**src/rtl/hazard_pkg.sv**
```systemverilog
// hazard_pkg: shared encodings for the hazard unit and its multi-cycle FSM.
// Rev 1.0
`default_nettype none

package hazard_pkg;

  typedef enum logic [1:0] {
    FWD_NONE = 2'b00,
    FWD_W    = 2'b01,
    FWD_M    = 2'b10
  } fwd_sel_t;

  typedef enum logic {
    IDLE = 1'b0,
    BUSY = 1'b1
  } mc_state_t;

endpackage

`default_nettype wire

```
**src/rtl/hazard_mc_fsm.sv**
```systemverilog
// hazard_mc_fsm: busy tracker for the multi-cycle execute unit with timeout watchdog.
// Rev 1.0
`default_nettype none

module hazard_mc_fsm
  import hazard_pkg::*;
#(
  parameter int MC_TIMEOUT = 64
) (
  input  logic clk,
  input  logic reset,
  input  logic mc_start_e,
  input  logic mc_done,
  output logic mc_stall,
  output logic mc_timeout
);

  localparam int              CNT_W    = $clog2(MC_TIMEOUT);
  localparam logic [CNT_W-1:0] CNT_LAST = CNT_W'(MC_TIMEOUT - 1);

  mc_state_t        state_q, state_d;
  logic [CNT_W-1:0] busy_cnt_q, busy_cnt_d;
  logic             mc_timeout_q, mc_timeout_d;
  logic             timeout_hit;

  // A late mc_done on the last allowed cycle still counts as a normal completion.
  assign timeout_hit = (state_q == BUSY) && (busy_cnt_q == CNT_LAST) && !mc_done;

  always_comb begin
    state_d      = state_q;
    busy_cnt_d   = busy_cnt_q;
    mc_timeout_d = mc_timeout_q;
    mc_stall     = 1'b0;
    unique case (state_q)
      IDLE: begin
        busy_cnt_d = '0;
        mc_stall   = mc_start_e;
        if (mc_start_e) state_d = BUSY;
      end
      BUSY: begin
        mc_stall = !mc_done && !timeout_hit;
        if (mc_done) begin
          state_d = IDLE;
        end else if (timeout_hit) begin
          state_d      = IDLE;
          mc_timeout_d = 1'b1;
        end else begin
          busy_cnt_d = busy_cnt_q + 1'b1;
        end
      end
      default: state_d = IDLE;
    endcase
  end

  always_ff @(posedge clk or negedge reset) begin
    if (!reset) begin
      state_q      <= IDLE;
      busy_cnt_q   <= '0;
      mc_timeout_q <= 1'b0;
    end else begin
      state_q      <= state_d;
      busy_cnt_q   <= busy_cnt_d;
      mc_timeout_q <= mc_timeout_d;
    end
  end

  assign mc_timeout = mc_timeout_q;

endmodule

`default_nettype wire

```
**src/rtl/hazard_unit_mc.sv**
```systemverilog
// hazard_unit_mc: forwarding, load-use/multi-cycle stalls, branch flushes, perf counters.
// Rev 1.0
`default_nettype none

module hazard_unit_mc
  import hazard_pkg::*;
#(
  parameter int REG_AW     = 5,
  parameter int NUM_SRC    = 2,
  parameter int MC_TIMEOUT = 64,
  parameter int PERF_W     = 16
) (
  input  logic                      clk,
  input  logic                      reset,
  input  logic [NUM_SRC*REG_AW-1:0] rs_d,
  input  logic [NUM_SRC-1:0]        rs_used_d,
  input  logic [NUM_SRC*REG_AW-1:0] rs_e,
  input  logic [REG_AW-1:0]         rd_e,
  input  logic [REG_AW-1:0]         rd_m,
  input  logic [REG_AW-1:0]         rd_w,
  input  logic                      reg_write_e,
  input  logic                      reg_write_m,
  input  logic                      reg_write_w,
  input  logic                      load_e,
  input  logic                      branch_taken_e,
  input  logic                      mc_start_e,
  input  logic                      mc_done,
  input  logic                      perf_clr,
  output logic [2*NUM_SRC-1:0]      fwd_sel,
  output logic                      stall_f,
  output logic                      stall_d,
  output logic                      stall_e,
  output logic                      flush_d,
  output logic                      flush_e,
  output logic                      flush_m,
  output logic                      mc_timeout,
  output logic [PERF_W-1:0]         stall_cnt,
  output logic [PERF_W-1:0]         flush_cnt
);

  logic              mc_stall;
  logic              src_hit;
  logic              lw_stall;
  logic [PERF_W-1:0] stall_cnt_q, stall_cnt_d;
  logic [PERF_W-1:0] flush_cnt_q, flush_cnt_d;

  for (genvar i = 0; i < NUM_SRC; i++) begin : g_fwd
    logic [REG_AW-1:0] src;
    fwd_sel_t          sel;

    assign src = rs_e[i*REG_AW +: REG_AW];

    always_comb begin
      sel = FWD_NONE;
      if (reg_write_m && (src == rd_m) && (src != '0)) begin
        sel = FWD_M;
      end else if (reg_write_w && (src == rd_w) && (src != '0)) begin
        sel = FWD_W;
      end
    end

    assign fwd_sel[2*i +: 2] = sel;
  end

  always_comb begin
    src_hit = 1'b0;
    for (int i = 0; i < NUM_SRC; i++) begin
      if (rs_used_d[i] && (rs_d[i*REG_AW +: REG_AW] == rd_e)) src_hit = 1'b1;
    end
  end

  assign lw_stall = load_e && reg_write_e && (rd_e != '0) && src_hit;

  hazard_mc_fsm #(
    .MC_TIMEOUT (MC_TIMEOUT)
  ) u_mc_fsm (
    .clk        (clk),
    .reset      (reset),
    .mc_start_e (mc_start_e),
    .mc_done    (mc_done),
    .mc_stall   (mc_stall),
    .mc_timeout (mc_timeout)
  );

  // The op held in E during a multi-cycle stall must never be killed.
  assign stall_f = lw_stall || mc_stall;
  assign stall_d = stall_f;
  assign stall_e = mc_stall;
  assign flush_m = mc_stall;
  assign flush_e = (lw_stall || branch_taken_e) && !mc_stall;
  assign flush_d = branch_taken_e && !mc_stall;

  always_comb begin
    stall_cnt_d = stall_cnt_q;
    flush_cnt_d = flush_cnt_q;
    if (perf_clr) begin
      stall_cnt_d = '0;
      flush_cnt_d = '0;
    end else begin
      if (stall_f && !(&stall_cnt_q)) stall_cnt_d = stall_cnt_q + 1'b1;
      if (flush_d && !(&flush_cnt_q)) flush_cnt_d = flush_cnt_q + 1'b1;
    end
  end

  always_ff @(posedge clk or negedge reset) begin
    if (!reset) begin
      stall_cnt_q <= '0;
      flush_cnt_q <= '0;
    end else begin
      stall_cnt_q <= stall_cnt_d;
      flush_cnt_q <= flush_cnt_d;
    end
  end

  assign stall_cnt = stall_cnt_q;
  assign flush_cnt = flush_cnt_q;

endmodule

`default_nettype wire

```
**config.mk**
```make
export PLATFORM = sky130hd
export DESIGN_NAME = hazard_unit_mc
export DESIGN_NICKNAME = d
export VERILOG_FILES = /design/src/rtl/hazard_pkg.sv /design/src/rtl/hazard_mc_fsm.sv /design/src/rtl/hazard_unit_mc.sv
export SDC_FILE = /design/constraint.sdc
export NUM_CORES = 1
export LEC_CHECK = 0
export BUFFER_PORTS_ARGS = -buffer_cell sky130_fd_sc_hd__buf_2
export CORE_MARGIN = 4
export CORE_UTILIZATION = 55
export DETAILED_ROUTE_END_ITERATION = 10
export PLACE_DENSITY = 0.92
export SLEW_MARGIN = 10
export SYNTH_ARGS = -nofsm -noshare
export SYNTH_HDL_FRONTEND = slang
export SYNTH_SLANG_ARGS = --single-unit
```
**constraint.sdc**
```tcl
create_clock -name clk -period 4.27 [get_ports clk]
set_input_delay 0.854 -clock clk [delete_from_list [all_inputs] [get_ports clk]]
set_output_delay 0.854 -clock clk [all_outputs]
set_load 0.01 [all_outputs]
```
# Yosys cells after proc, flatten, opt, wreduce, memory -nomap -nowiden
# Cells that the tools add are included.
dict set report classes {
  n_eq_ne 9
  addsub 3
  n_bitwise 2
  n_reduce_logical 36
  muxes 18
}
# cell count
set ops {}
lappend ops {{two-way mux 16 bit} 4}
lappend ops {{adder 16 x 1 -> 16 bit (second input constant)} 2}
lappend ops {{AND reduction 16 bit} 2}
lappend ops {{equality test 5 bit} 6}
lappend ops {{logical AND 1 bit} 20}
lappend ops {{nonzero test 5 bit} 3}
lappend ops {{two-way mux 6 bit} 2}
lappend ops {{one-hot mux 6 bit (2 select lines)} 1}
lappend ops {{two-way mux 1 bit} 7}
lappend ops {{adder 6 x 1 -> 6 bit (second input constant)} 1}
lappend ops {{equality test 6 bit (second input constant)} 1}
lappend ops {{logical NOT 1 bit} 5}
lappend ops {{two-way mux 2 bit} 2}
lappend ops {{!= test 2 bit (second input constant)} 2}
lappend ops {{one-hot mux 1 bit (2 select lines)} 2}
lappend ops {{nonzero test 2 bit} 2}
lappend ops {{AND reduction 3 bit} 1}
lappend ops {{logical OR 1 bit} 2}
lappend ops {{inverter 1 bit} 2}
lappend ops {{AND reduction 2 bit} 1}
dict set report totals {
  input_bits 47
  reg_bits 40
  out_inout_bits 43
  word_cells 73
}

# Logic depth before layout (Yosys ltp)
dict set report logic_depth {
  ltp_word 11
  mapped_depth 9
  depth_no_buf 8
}

# By module
# A second synthesis with hierarchy kept.
dict set report unflattened {
  cells_unflattened 289
  area_unflattened_um2 2745.1
}
# mod n_inst area_per_inst_um2 cells_each
set modules_own_cells {}
lappend modules_own_cells {hazard_unit_mc 1 2280.9 246}
lappend modules_own_cells {hazard_mc_fsm 1 464.2 43}

# Worst setup path after synthesis
# OpenSTA, ideal clock, no wires.
dict set report synth_path {
  path_kind {in2out}
  start {input port rd_e[1]}
  end {output port stall_f}
  setup_slack_ns 1.331
  cell_stages 6
  arrival_ns 2.085
  n_path_buf 2
  required_time_ns 3.416
  path_cell_list {or3_1 o311a_1 a21oi_2 buf_6 inv_4 buf_4}
}
dict set report synth_via {
  elab_chain_len 6
}
# element line_no
set synth_lines {}
lappend synth_lines {{start: declaration} hazard_unit_mc.sv:18} ;# input logic [REG_AW-1:0] rd_e,
lappend synth_lines {{equality test 5 bit} hazard_unit_mc.sv:68} ;# if (rs_used_d[i] && (rs_d[i*REG_AW +: REG_AW] == rd_e)) src_hit = 1'b1;
lappend synth_lines {{logical AND 1 bit} hazard_unit_mc.sv:68}
lappend synth_lines {{two-way mux 1 bit (2 in series)} hazard_unit_mc.sv:68}
lappend synth_lines {{logical AND 1 bit (*)} hazard_unit_mc.sv:72} ;# assign lw_stall = load_e && reg_write_e && (rd_e != '0) && src_hit;
lappend synth_lines {{logical OR 1 bit (*)} hazard_unit_mc.sv:86} ;# assign stall_f = lw_stall || mc_stall;
lappend synth_lines {{end: declaration} hazard_unit_mc.sv:30} ;# output logic stall_f,
# Mark *: on every way between the ends. The rest lies on a longest branch, timed or not.

# Worst setup path in the final report
# Ends and elaborated chain as after synthesis.

==> summary.txt <==
Yosys
  – Yosys cell types: 49
  – Post-synth EDFFs: 0
  – Register area share after synthesis: 38.0%
  – Mapped Avg Cell Area: 9.47 um2
  – Synthesized flop and latch total: 40
  – Commonest cells post-synth: 41 x xnor2_1, 40 x dfrtp_1, 26 x nor2_1
  – Syn Inst Count: 278
  – Syn_nets: 328
  – Ys async rst share: 100%
  – Synth area leader: dfrtp_1
  – Count leader, synth: xnor2_1
  – Synth area leaders: dfrtp_1 38%, xnor2_1 14%, nor2_1 3.7%, or4_1 2.9%, a21oi_1 2.7%
  – Yosys top cell area share: 38.0%
  – Synth Cell Area: 2630 um2
  – Top FF cell, synth: dfrtp_1
  – YS warnings: 0

Setup path
  – Crit path cell chain: buf_2, or3_1, o311a_1, a21oi_2, buf_4, inv_4, buf_2
  – Crit path launch type: primary input
  – Cell mode on critical path: buf_2
  – CP Data Arrival Time: 2.33 ns
  – CP required: 3.42 ns
  – Crit Path Class: in -> out
  – Worst Path Buf+Inv: 4
  – CP delay by family, top: buffers and inverters
  – CP max FO: 23
  – Critical path's slowest cell: or3_1
  – Crit-path max cell delay: 0.37 ns
  – CP endpoint kind: primary output

Timing
  – Worst Skew: 0.00949 ns
  – RSZ-0062 raised after global routing: false
  – Slew Limit Fails: 0
  – Crit share post-route: 74.6%
  – Final Hold Fails: 0
  – Final WS setup: 1.08 ns
  – Rel. slew slack: 42.1%
  – Setup Total Neg Slack: 0 ns
  – Worst-Margin Slew: 0.868 ns
  – Setup-failing EPs final: 0
  – Final min period: 3.19 ns
  – Top achievable clock speed: 314 MHz

GRT
  – Overall routing resource usage: 23.7%
  – GRT overflow: 0
  – First-pass GRT wire length: 11,600 um
  – Antenna violations before repair: 0
  – Largest net degree at the start of global routing: 41
  – Vias in the first global route: 2,583

Place
  – HPWL Detailed: 5190 um
  – Worst slack, placed: 1.11 ns
  – Count of input and output buffers: 89
  – GP Congestion: 0.874

Routing
  – Post-route ant nets: 0
  – Total Wirelength: 6800 um
  – DRT iter0 DRCs: 162
  – DR vias: 2,513
  – Drc violations: 0
  – Number of vias per cell: 6.01
  – WL per Instance: 16.3 um
  – DR pass1 iterations: 4

CTS
  – Post-CTS resize count: 0
  – CTS tree: yes
  – Clk Latency, worst-skew pair: 0.29 ns
  – Num CTS Buffers: 5
  – Clk slew on worst S/H paths: 0.08 ns
  – Root Buffer: clkbuf_8
  – Sink Count: 40
  – Max Root-Sink Buffers: 2
  – Setup bufs post-CTS: 0
  – CTS Hold Buffers Added: 0
  – Htree depth: 2

Die
  – DIE WIDTH: 77.2 um
  – Top Ports: 90
  – Std cell rows: 24
  – Initial Utilization: 58.5%
  – Die height: 77.2 um
  – Die area: 5960 um2
  – Core outline area: 4500 um2

Power and ir drop
  – Peak VDD IR: 0.000234 V
  – Pwr/cell area: 258 nW/um2
  – Static leakage: 1.44 nW

Layout
  – Fillers: 333
  – # diodes: 0
  – Nets: 415
  – Share of layout cells above drive strength 1: 32.2%
  – Layout Area Growth over Synthesis: 20.5%

Flow run
  – Number of max-cap violations: 0

Min path
  – HP Class: reg -> reg

Status
  – Status: finished clean
per-layer routing:
metal	share of wire, %	track usage, %	wire length (um)
met1	40	29.1	2750
met3	4.6	5.62	315
met2	53	40.3	3590
met4	2.1	8.72	142
met5	0	0	0
worst register-to-register path, delay by kind of cell, from the launching register on:
kind | cells | cell delay, ns
adders and majority gates | 1 | 0.24
AOI/OAI and AO/OA | 2 | 0.24
DFF | 1 | 0.42
and+or+nand+nor | 4 | 1.00
buffers and inverters | 1 | 0.22
placed cells by master, fill, tap and decap left out, drive strengths merged, types with 2 or more instances in the layout:
| master | count |
|---|---|
| buf | 90 |
| xnor2 | 41 |
| dfrtp | 40 |
| nor2 | 26 |
| nand2 | 18 |
| a21oi | 17 |
| nand3 | 15 |
| nor4 | 11 |
| or4 | 10 |
| nand4 | 10 |
| nor3 | 10 |
| o31ai | 9 |
| and3 | 9 |
| clkbuf | 7 |
| o21ai | 6 |
| xor2 | 5 |
| or3 | 5 |
| nor2b | 5 |
| inv | 4 |
| mux2 | 4 |
| and2 | 4 |
| ha | 3 |
| and4 | 2 |
| a31oi | 2 |
| nor3b | 2 |
| mux2i | 2 |
path summary, 6_finish.rpt:
check,start,end,slack [ns],cells past startpoint
max,rd_e[1],stall_f,1.08,7
min,u_mc_fsm.mc_timeout,u_mc_fsm.mc_timeout,0.46,1
max reg2reg,u_mc_fsm.busy_cnt_q[0],stall_cnt[12],2.05,8
min reg2reg,u_mc_fsm.mc_timeout,u_mc_fsm.mc_timeout,0.46,1
max in group asynchronous,reset,flush_cnt[11],3.05,1
min in group asynchronous,reset,stall_cnt[10],0.68,1
layout make-up:
type | count | area (um2) | share of cell area, %
sequential | 40 | 1000 | 31.5
clock inverter | 1 | 7.51 | 0.237
tap | 52 | 65.1 | 2.05
inverter | 4 | 17.5 | 0.552
clock buffer | 7 | 86.3 | 2.72
timing repair buffer | 90 | 453 | 14.3
multi-input combinational | 224 | 1540 | 48.6
flip-flops by register name, summed over array words and instances, names as in the netlist:
name	cells
flush_cnt	16
stall_cnt	16
u_mc_fsm.mc_timeout	1
u_mc_fsm.busy_cnt_q	6
u_mc_fsm.state_q	1
power breakdown:
part	internal, mW	switching (mW)
Clock	0.131	0.129
Sequential	0.390	0.0142
Combinational	0.0649	0.0893
Total	0.586	0.233
through the flow:
| stage | cells | hold slack [ns] | power [mW] | utilization, % | instance area, um2 |
|---|---|---|---|---|---|
| after floorplan | 278 | 0.503 | 0.505 | - | 2630 |
| after global placement | 410 | 0.453 | 0.557 | 68.4 | 3080 |
| after detailed placement | 410 | 0.458 | 0.566 | 68.4 | 3080 |
| after CTS | 418 | 0.473 | 0.829 | 70.4 | 3170 |
| after global routing | 418 | 0.518 | 0.863 | 70.4 | 3170 |
| final | 418 | 0.464 | 0.819 | 70.4 | 3170 |
cell families (layout without fill, tap and decap cells):
logic type | count (synthesis) | count (layout) | synth area share (%)
AOI/OAI and AO/OA | 39 | 39 | 9.88
xor gates and xnor gates | 46 | 46 | 15.3
adders and majority gates | 3 | 3 | 1.43
buffers and inverters | 14 | 102 | 3.42
DFF | 40 | 40 | 38.0
muxes | 6 | 6 | 2.61
and+or+nand+nor | 130 | 130 | 29.4
Note: power is estimated with default switching activity, not from simulation.
